**config.mk**
```make
export PLATFORM = sky130hd
export DESIGN_NAME = dec_scan_seq
export DESIGN_NICKNAME = d
export VERILOG_FILES = /design/src/rtl/dec_scan_seq.sv
export SDC_FILE = /design/constraint.sdc
export NUM_CORES = 1
export LEC_CHECK = 0
export ABC_CLOCK_PERIOD_IN_PS = 2500
export BUFFER_PORTS_ARGS = -buffer_cell sky130_fd_sc_hd__buf_2
export CAP_MARGIN = 20
export CELL_PAD_IN_SITES_DETAIL_PLACEMENT = 0
export CELL_PAD_IN_SITES_GLOBAL_PLACEMENT = 2
export CORE_MARGIN = 4
export CORE_UTILIZATION = 28
export CTS_CLUSTER_SIZE = 20
export DETAILED_ROUTE_END_ITERATION = 8
export MAX_ROUTING_LAYER = met4
export PLACE_DENSITY_LB_ADDON = 0.1
export SETUP_SLACK_MARGIN = 0.4
export SYNTH_ARGS = -nofsm -noshare
export SYNTH_HDL_FRONTEND = slang
export SYNTH_SLANG_ARGS = --single-unit
```
**constraint.sdc**
```tcl
create_clock -name clk -period 2.5 [get_ports clk]
set_input_delay 0.25 -clock clk [delete_from_list [all_inputs] [get_ports clk]]
set_output_delay 0.25 -clock clk [all_outputs]
set_load 0.02 [all_outputs]
```
**src/rtl/dec_scan_seq.sv**
```systemverilog
// dec_scan_seq: select sequencer that drives the 2-bit code i[1:0] of a 2x4
// decoder. Steps the code every DIV enabled cycles, up or down, either
// continuously or as a single sweep, with load and stop control.
//
// Ports:
//   clk, rst_n     clock, asynchronous active-low reset
//   en             tick enable (0 freezes prescaler and sel)
//   start          begin scanning (IDLE only)
//   stop           abort scanning (SCAN only)
//   mode           0 = continuous, 1 = single sweep (latched on start)
//   dir            0 = up, 1 = down (sampled at each tick)
//   load, load_val jam sel to load_val / start value with start
//   sel            registered code to the decoder
//   sel_vld        sel is an active scan code
//   busy           sequencer is scanning
//   done           one-cycle pulse at sweep end or at each wrap
//   y_ref          one-hot golden reference of sel (DEC_SCAN_ONEHOT_EN only)
//
// Optional feature macro: DEC_SCAN_ONEHOT_EN
module dec_scan_seq #(
  parameter int unsigned DIV = 4
) (
  input  logic       clk,
  input  logic       rst_n,
  input  logic       en,
  input  logic       start,
  input  logic       stop,
  input  logic       mode,
  input  logic       dir,
  input  logic       load,
  input  logic [1:0] load_val,
  output logic [1:0] sel,
  output logic       sel_vld,
  output logic       busy,
`ifdef DEC_SCAN_ONEHOT_EN
  output logic [3:0] y_ref,
`endif
  output logic       done
);

  localparam int unsigned PW = (DIV > 1) ? $clog2(DIV) : 1;

  typedef enum logic [0:0] {
    IDLE = 1'b0,
    SCAN = 1'b1
  } state_e;

  state_e          state_q, state_d;
  logic [PW-1:0]   presc_q, presc_d;
  logic [1:0]      sel_q, sel_d;
  logic            sel_vld_q, sel_vld_d;
  logic            busy_q, busy_d;
  logic            done_q, done_d;
  logic            mode_q, mode_d;
  logic            tick_c;
  logic            at_end_c;

  // Step strobe and end-of-range detect for the current direction.
  assign tick_c   = (state_q == SCAN) && en && (presc_q == PW'(DIV - 1));
  assign at_end_c = dir ? (sel_q == 2'b00) : (sel_q == 2'b11);

  // State register.
  always_ff @(posedge clk or negedge rst_n) begin
    if (!rst_n) begin
      state_q <= IDLE;
    end else begin
      state_q <= state_d;
    end
  end

  // Next-state logic; stop beats load beats tick.
  always_comb begin
    state_d = state_q;
    case (state_q)
      IDLE: begin
        if (start) state_d = SCAN;
      end
      SCAN: begin
        if (stop) begin
          state_d = IDLE;
        end else if (!load && tick_c && at_end_c && mode_q) begin
          state_d = IDLE;
        end
      end
      default: state_d = IDLE;
    endcase
  end

  // Datapath next values for the registered outputs.
  always_comb begin
    sel_d   = sel_q;
    presc_d = presc_q;
    mode_d  = mode_q;
    done_d  = 1'b0;
    case (state_q)
      IDLE: begin
        if (start) begin
          sel_d   = load ? load_val : (dir ? 2'b11 : 2'b00);
          presc_d = '0;
          mode_d  = mode;
        end
      end
      SCAN: begin
        if (stop) begin
          sel_d = sel_q;
        end else if (load) begin
          sel_d   = load_val;
          presc_d = '0;
        end else if (en) begin
          if (tick_c) begin
            presc_d = '0;
            done_d  = at_end_c;
            // A single sweep parks on its end value; otherwise mod-4 step wraps.
            if (!(at_end_c && mode_q)) begin
              sel_d = dir ? (sel_q - 2'd1) : (sel_q + 2'd1);
            end
          end else begin
            presc_d = presc_q + PW'(1);
          end
        end
      end
      default: begin
        sel_d = sel_q;
      end
    endcase
    sel_vld_d = (state_d == SCAN);
    busy_d    = (state_d == SCAN);
  end

  // Output and datapath registers.
  always_ff @(posedge clk or negedge rst_n) begin
    if (!rst_n) begin
      sel_q     <= 2'b00;
      presc_q   <= '0;
      mode_q    <= 1'b0;
      sel_vld_q <= 1'b0;
      busy_q    <= 1'b0;
      done_q    <= 1'b0;
    end else begin
      sel_q     <= sel_d;
      presc_q   <= presc_d;
      mode_q    <= mode_d;
      sel_vld_q <= sel_vld_d;
      busy_q    <= busy_d;
      done_q    <= done_d;
    end
  end

  assign sel     = sel_q;
  assign sel_vld = sel_vld_q;
  assign busy    = busy_q;
  assign done    = done_q;

`ifdef DEC_SCAN_ONEHOT_EN
  logic [3:0] y_ref_q, y_ref_d;

  // One-hot reference, computed from the next sel so it lines up with sel.
  always_comb begin
    y_ref_d = sel_vld_d ? (4'b0001 << sel_d) : 4'b0000;
  end

  always_ff @(posedge clk or negedge rst_n) begin
    if (!rst_n) begin
      y_ref_q <= 4'b0000;
    end else begin
      y_ref_q <= y_ref_d;
    end
  end

  assign y_ref = y_ref_q;
`endif

endmodule

```
==> run_results.csv, run 1 <==
group,metric,value,unit
status,status,"completed",
min_path,hold_class,"in2reg",
power_and_ir_drop,power_density,772.1,nW/um2
critical_path,startpoint,"busy",
synthesis,synthCells,45,
grt,grt_use_total,0.1151,
drt,drt_iter0_markers,11,
grt,grt_max_degree,9,
grt,antenna_found_initial,0,
critical_path,r2r_slack,1.02,ns
grt,grt_pass1_vias,384,
drt,drc,0,
synthesis,syn_area,432.9,um2
clocking,numCtsBuffers,3,
critical_path,crit_buf_inv,0,
die,die-area,2239,um2
place,gp_congestion,0.8383,
timing,setup_violations,0,
timing,finalCritPeriodShare,0.5912,
grt,gr-total-overflow,0,
critical_path,required,2.64,ns
critical_path,crit_family,"flip-flops",
critical_path,worstPathCellList,"nor2b_1 > nand2_1 > o21ai_2 > mux2_1",
clocking,clkLatencyLatePin,0.26,ns
timing,holdWs,0.2228,ns
timing,final_max_slew_viol_count,0,
power_and_ir_drop,power,0.0004251,W
critical_path,worst_setup_path_start_kind,"register",
critical_path,r2r_start,"busy",
timing,max_freq,0.6766,GHz
clocking,cts-root-buf,"clkbuf_4",
drt,drt-pass1-iter-count,2,
drt,wl_per_cell,13.05,um
critical_path,worstPathArrival,1.62,ns
timing,tightest_slew,0.2653,ns
run,drv_cap,0,
synthesis,avgSynthCellArea,9.620,um2
final_layout,layout-drive-gt1-share,0.3333,
final_layout,nNetsFinal,75,
final_layout,nFillCells,153,
timing,period_needed,1.478,ns
critical_path,critPathMaxStageDelay,0.44,ns
synthesis,syn_nets,56,
final_layout,diodes,0,
synthesis,yosysSeqAreaShare,0.4046,
clocking,path_clk_slew,0.05,ns
die,boundaryPins,15,
synthesis,synth_cell_types,24,
drt,drt-total-wl,1018,um
critical_path,path_class,"reg2reg",
final_layout,area_growth,27.17,%
place,io_buffers,14,
timing,relSlewSlack,0.8228,
grt,grt_first_pass_wirelength,1635,um
die,core_area,1383,um2
timing,rsz0062_at_grt,"no",
die,die-width,47.32,um
clocking,clock-sinks,7,
final_layout,final_common_cell,"buf_2",
place,post-dp-hpwl,791.9,um
timing,tns,0,ns
synthesis,synth-seq-cells,7,
synthesis,yosys_warnings,0,
critical_path,slowest_stage,"dfrtp_1",
final_layout,mostFrequentLayoutCells,"buf_2 (14), dfrtp_1 (7), nand2_1 (5)",
critical_path,critPathMaxFanout,8,
drt,viasPerCell,5.128,
clocking,clockBufferDepth,2,
die,fp.dieH,47.32,um
clocking,h-tree-depth,1,
critical_path,setup.worst_path.end_class,"register",
power_and_ir_drop,vdd_drop_max,242.8,uV
drt,antenna_left,0,
power_and_ir_drop,cellLeakagePower,0.2520,nW
die,row_count,13,
timing,skew,0.001723,ns
min_path,min_from,"mode",
drt,vias,400,
die,start_util,0.3131,
clocking,cts_tree,"done",
timing,finalHoldViolCount,0,
metal layers:
metal | vias to the layer above | track usage | routed length, um
met2 | 14 | 0.1551 | 444
met3 | 6 | 0.04598 | 93
met5 | - | - | 0
met1 | 180 | 0.1356 | 449
met4 | 0 | 0.08287 | 30
li1 | 200 | - | -
cell type report:
| cell class | instances | area (um2) | share of cell area |
|---|---|---|---|
| Multi-Input combinational cell | 35 | 242.7 | 0.4409 |
| Clock buffer | 4 | 26.28 | 0.04773 |
| Inverter | 2 | 7.507 | 0.01364 |
| Tap cell | 15 | 18.77 | 0.03409 |
| Timing Repair Buffer | 15 | 80.08 | 0.1455 |
| Sequential cell | 7 | 175.2 | 0.3182 |
power breakdown:
group / switching (W) / total (W) / internal, W / leakage, nW
Sequential: 0.0000272 / 0.000164 / 0.000137 / 0.0887
Clock: 0.0000464 / 0.000108 / 0.0000612 / 0.0150
Combinational: 0.0000865 / 0.000154 / 0.0000671 / 0.148
Total: 0.000160 / 0.000425 / 0.000265 / 0.252
synthesized netlist by cell type:
cell	n	area, um2
nand2b_1	2	12.51
a21oi_1	1	5.000
inv_1	2	7.510
nor2_1	3	11.26
and2_1	1	6.260
xnor2_1	1	8.760
o21ai_0	2	10.01
nor3b_1	1	7.510
o21ai_2	2	17.52
dfrtp_1	7	175.2
ha_1	1	12.51
and3b_1	1	8.760
a21oi_2	1	8.760
a22o_1	2	17.52
buf_4	1	7.510
nand3b_1	3	22.52
mux2_2	1	11.26
a41oi_1	1	8.760
nor2b_1	1	6.260
mux2_1	2	22.52
a22oi_1	1	7.510
o22ai_1	2	12.51
nand2_1	5	18.77
nor4_1	1	6.260
through the flow:
step	cell area (um2)	std cells	utilization	worst slack, ns
CTS	550.5	78	0.3982	1.000
global route	550.5	78	0.3982	0.8746
global placement	514.2	73	0.3719	1.073
finish	550.5	78	0.3982	1.022
floorplan	432.9	45	-	1.057
detailed placement	514.2	73	0.3719	1.021
timing repair:
action,4_1_cts,5_1_grt
buffers inserted,0,0
endpoints found under the setup margin,0,0
hold buffers,1,0
hold endpoints to repair,7,0
gates resized for setup,0,0
state kept, by name, indices dropped and copies added, names as in the netlist:
register,count
done,1
sel,2
mode_q,1
presc_q,2
busy,1
path summary, 6_finish.rpt:
kind	to	cells after the start
max in group asynchronous	sel[1]	2
hold / removal	mode_q	2
hold reg to reg	mode_q	1
setup / recovery	sel[0]	4
min in group asynchronous	busy	2
setup reg to reg	sel[0]	4
logic make-up after synthesis:
family / count (synthesis) / share of synthesized area
compound gates: 12 / 0.2023
xor+xnor: 1 / 0.02023
fa+ha+maj: 1 / 0.02890
buf+inv: 3 / 0.03470
flops: 7 / 0.4046
mux: 3 / 0.07803
simple gates: 18 / 0.2312
Power figures use the tool's default switching activity.
==> inputs of run 2 (changes only) <==
- ABC_AREA: not set -> 1
- ABC_CLOCK_PERIOD_IN_PS: 2500 -> 1200
- CORE_UTILIZATION: 28 -> 22
- clock period: 2.5 -> 1.2 ns (I/O delays scaled with it)
==> run 2 against run 1 <==
Worst hold slack got worse by 0.19 ns. Via count grew 14%. Count of clock-buffer cells in the layout decreased by 1. Critical path type unchanged. Clock skew up 0.0036 ns. Wire length increased by 8.8%. Largest power group is now combinational cells. First-iteration DRC count decreased by 91%. Non-clock buffer count rose by 2. Largest cell class unchanged. Critical endpoint is now busy. Design area rose by 25%.
==> run_results.csv, run 2 <==
group,metric,value,unit
drt,vias,458,
timing,finalCritPeriodShare,0.9228,
final_layout,layout-drive-gt1-share,0.4819,
die,fp.dieH,53.63,um
synthesis,yosys-top-cells-count,"nand2_1 (19), nand3_1 (11), dfrtp_1 (7)",
clocking,h-tree-depth,1,
timing,period_needed,1.107,ns
place,post-dp-hpwl,914.5,um
synthesis,synth_cell_types,17,
drt,viasPerCell,4.164,
place,io_buffers,14,
synthesis,syn_area,457.9,um2
power_and_ir_drop,vdd_drop_max,847.9,uV
synthesis,avgSynthCellArea,7.269,um2
drt,drt-pass1-iter-count,3,
clocking,clockBufferDepth,2,
power_and_ir_drop,power_density,1442,nW/um2
final_layout,area_growth,49.73,%
clocking,clkLatencyLatePin,0.25,ns
final_layout,nNetsFinal,95,
critical_path,critPathMaxFanout,7,
synthesis,synthCells,63,
power_and_ir_drop,cellLeakagePower,0.3349,nW
drt,wl_per_cell,10.07,um
clocking,numCtsBuffers,3,
clocking,path_clk_slew,0.06,ns
final_layout,diodes,0,
grt,grt_pass1_vias,500,
grt,gr-total-overflow,0,
die,boundaryPins,15,
critical_path,required,1.35,ns
drt,antenna_left,0,
timing,relSlewSlack,0.8382,
synthesis,yosysMostFrequentCell,"nand2_1",
status,status,"completed",
timing,setup_violations,0,
synthesis,syn_nets,74,
synthesis,yosys.area.top_type_share,0.3825,
timing,setup_ws,0.09269,ns
die,start_util,0.2334,
critical_path,worst_setup_path_start_kind,"register",
clocking,cts_tree,"done",
critical_path,worstPathArrival,1.25,ns
die,core_area,1962,um2
die,row_count,16,
timing,finalHoldViolCount,0,
timing,max_freq,0.9031,GHz
synthesis,yosysSeqAreaShare,0.3825,
critical_path,path_class,"reg2reg",
timing,tightest_slew,0.2428,ns
timing,skew,0.005352,ns
place,gp_congestion,0.6986,
synthesis,synth_ff_type,"dfrtp_1",
die,die-area,2876,um2
grt,antenna_found_initial,0,
synthesis,yosys_warnings,0,
synthesis,synth-seq-cells,7,
critical_path,setup.worst_path.end_class,"register",
timing,final_max_slew_viol_count,0,
drt,drt_iter0_markers,1,
final_layout,nFillCells,242,
final_layout,multi_input_area,302.8,um2
grt,grt_max_degree,8,
grt,grt_use_total,0.1034,
synthesis,synth_edf_count,0,
drt,drt-total-wl,1108,um
synthesis,synth_largest_area_cell,"dfrtp_1",
die,die-width,53.63,um
timing,rsz0062_at_grt,"yes",
place,place_ws,0.08421,ns
grt,grt_first_pass_wirelength,1994,um
final_layout,mostFrequentLayoutCells,"nand2_1 (18), buf_2 (11), nand3_1 (9)",
min_path,hold_class,"in2reg",
synthesis,async_reset_ff_frac,1.000,
run,drv_cap,0,
synthesis,synth_area_leaders,"dfrtp_1 (38%), nand2_1 (16%), nand3_1 (12%), nor2_4 (4.9%), inv_1 (4.1%)",
final_layout,register_area,178.9,um2
final_layout,final_common_cell,"nand2_1",
clocking,clock-sinks,7,
drt,drc,0,
clocking,cts-root-buf,"clkbuf_4",
timing,tns,0,ns
-- run 2: cell count changes in the layout (fill, tap and decap cells not counted), sizes merged, moves of 2 or more --
cell / change
nand2: +16
nand3: +12
inv: +5
nor2: +5
mux2: -3
nand3b: -3
a22o: -2
buf: +2
nand2b: -2
o22ai: -2
-- run 2: per-stage QoR --
stage	total power (W)	util	cell area, um2	hold slack (ns)	cells
floorplan	0.0005904	-	466.7	-0.1756	63
global placement	0.0007015	0.2870	563.0	-0.03286	103
detailed placement	0.0006985	0.2870	563.0	-0.03397	103
CTS	0.0009844	0.3323	651.9	0.02691	110
global route	0.001092	0.3495	685.7	0.01227	110
finish	0.0009888	0.3495	685.7	0.03660	110
-- run 2: where the power goes --
group	leakage [nW]	switching, W	total (W)	internal (W)
registers	0.0861	0.0000834	0.000376	0.000293
logic	0.231	0.000224	0.000399	0.000175
clock network	0.0177	0.0000918	0.000214	0.000122
-- run 2: timing repair --
item	CTS	global route
cloned	0	0
hold buffers	1	0
buffers inserted	2	0
resized for setup	10	7
pin swaps	2	3
setup endpoints to repair	12	12
hold endpoints to repair	7	0
-- run 2: routing by layer --
layer | track usage | wire [um] | vias to the layer above
met5 | - | 0 | -
li1 | - | - | 244
met2 | 0.1776 | 566 | 13
met3 | 0.05817 | 80 | 0
met4 | 0.02553 | 0 | 0
met1 | 0.1005 | 461 | 201
-- run 2: final timing paths --
check | depth (start not counted) | end | startpoint | slack [ns]
min | 2 | done | stop | 0.04
max in group asynchronous | 2 | sel[0] | rst_n | 0.80
min in group asynchronous | 2 | presc_q[1] | rst_n | 0.23
min reg2reg | 2 | presc_q[1] | presc_q[1] | 0.52
max | 6 | busy | busy | 0.09
max reg2reg | 6 | busy | busy | 0.09
-- run 2: worst max-delay path: stages (launching register included) --
cell      delay [ns]
dfrtp_2         0.50
inv_4           0.06
buf_4           0.14
nand2_1         0.05
nand2_1         0.06
o21bai_1        0.14
inv_1           0.05
-- run 2: cells by family (layout without fill, tap and decap cells) --
group	Yosys count	count (layout)	share of synthesized area
buffers and inverters	8	28	0.07379
AOI/OAI and AO/OA	6	6	0.08744
and+or+nand+nor	41	41	0.4290
adders and majority gates	1	1	0.02732
DFF	7	7	0.3825
-- run 2: area by class of cell --
| cell class | count | area share |
|---|---|---|
| Tap cell | 27 | 0.04927 |
| Inverter | 7 | 0.04197 |
| Clock buffer | 3 | 0.03285 |
| Timing Repair Buffer | 17 | 0.1661 |
| Sequential cell | 7 | 0.2609 |
| Multi-Input combinational cell | 48 | 0.4416 |
| Clock inverter | 1 | 0.007299 |
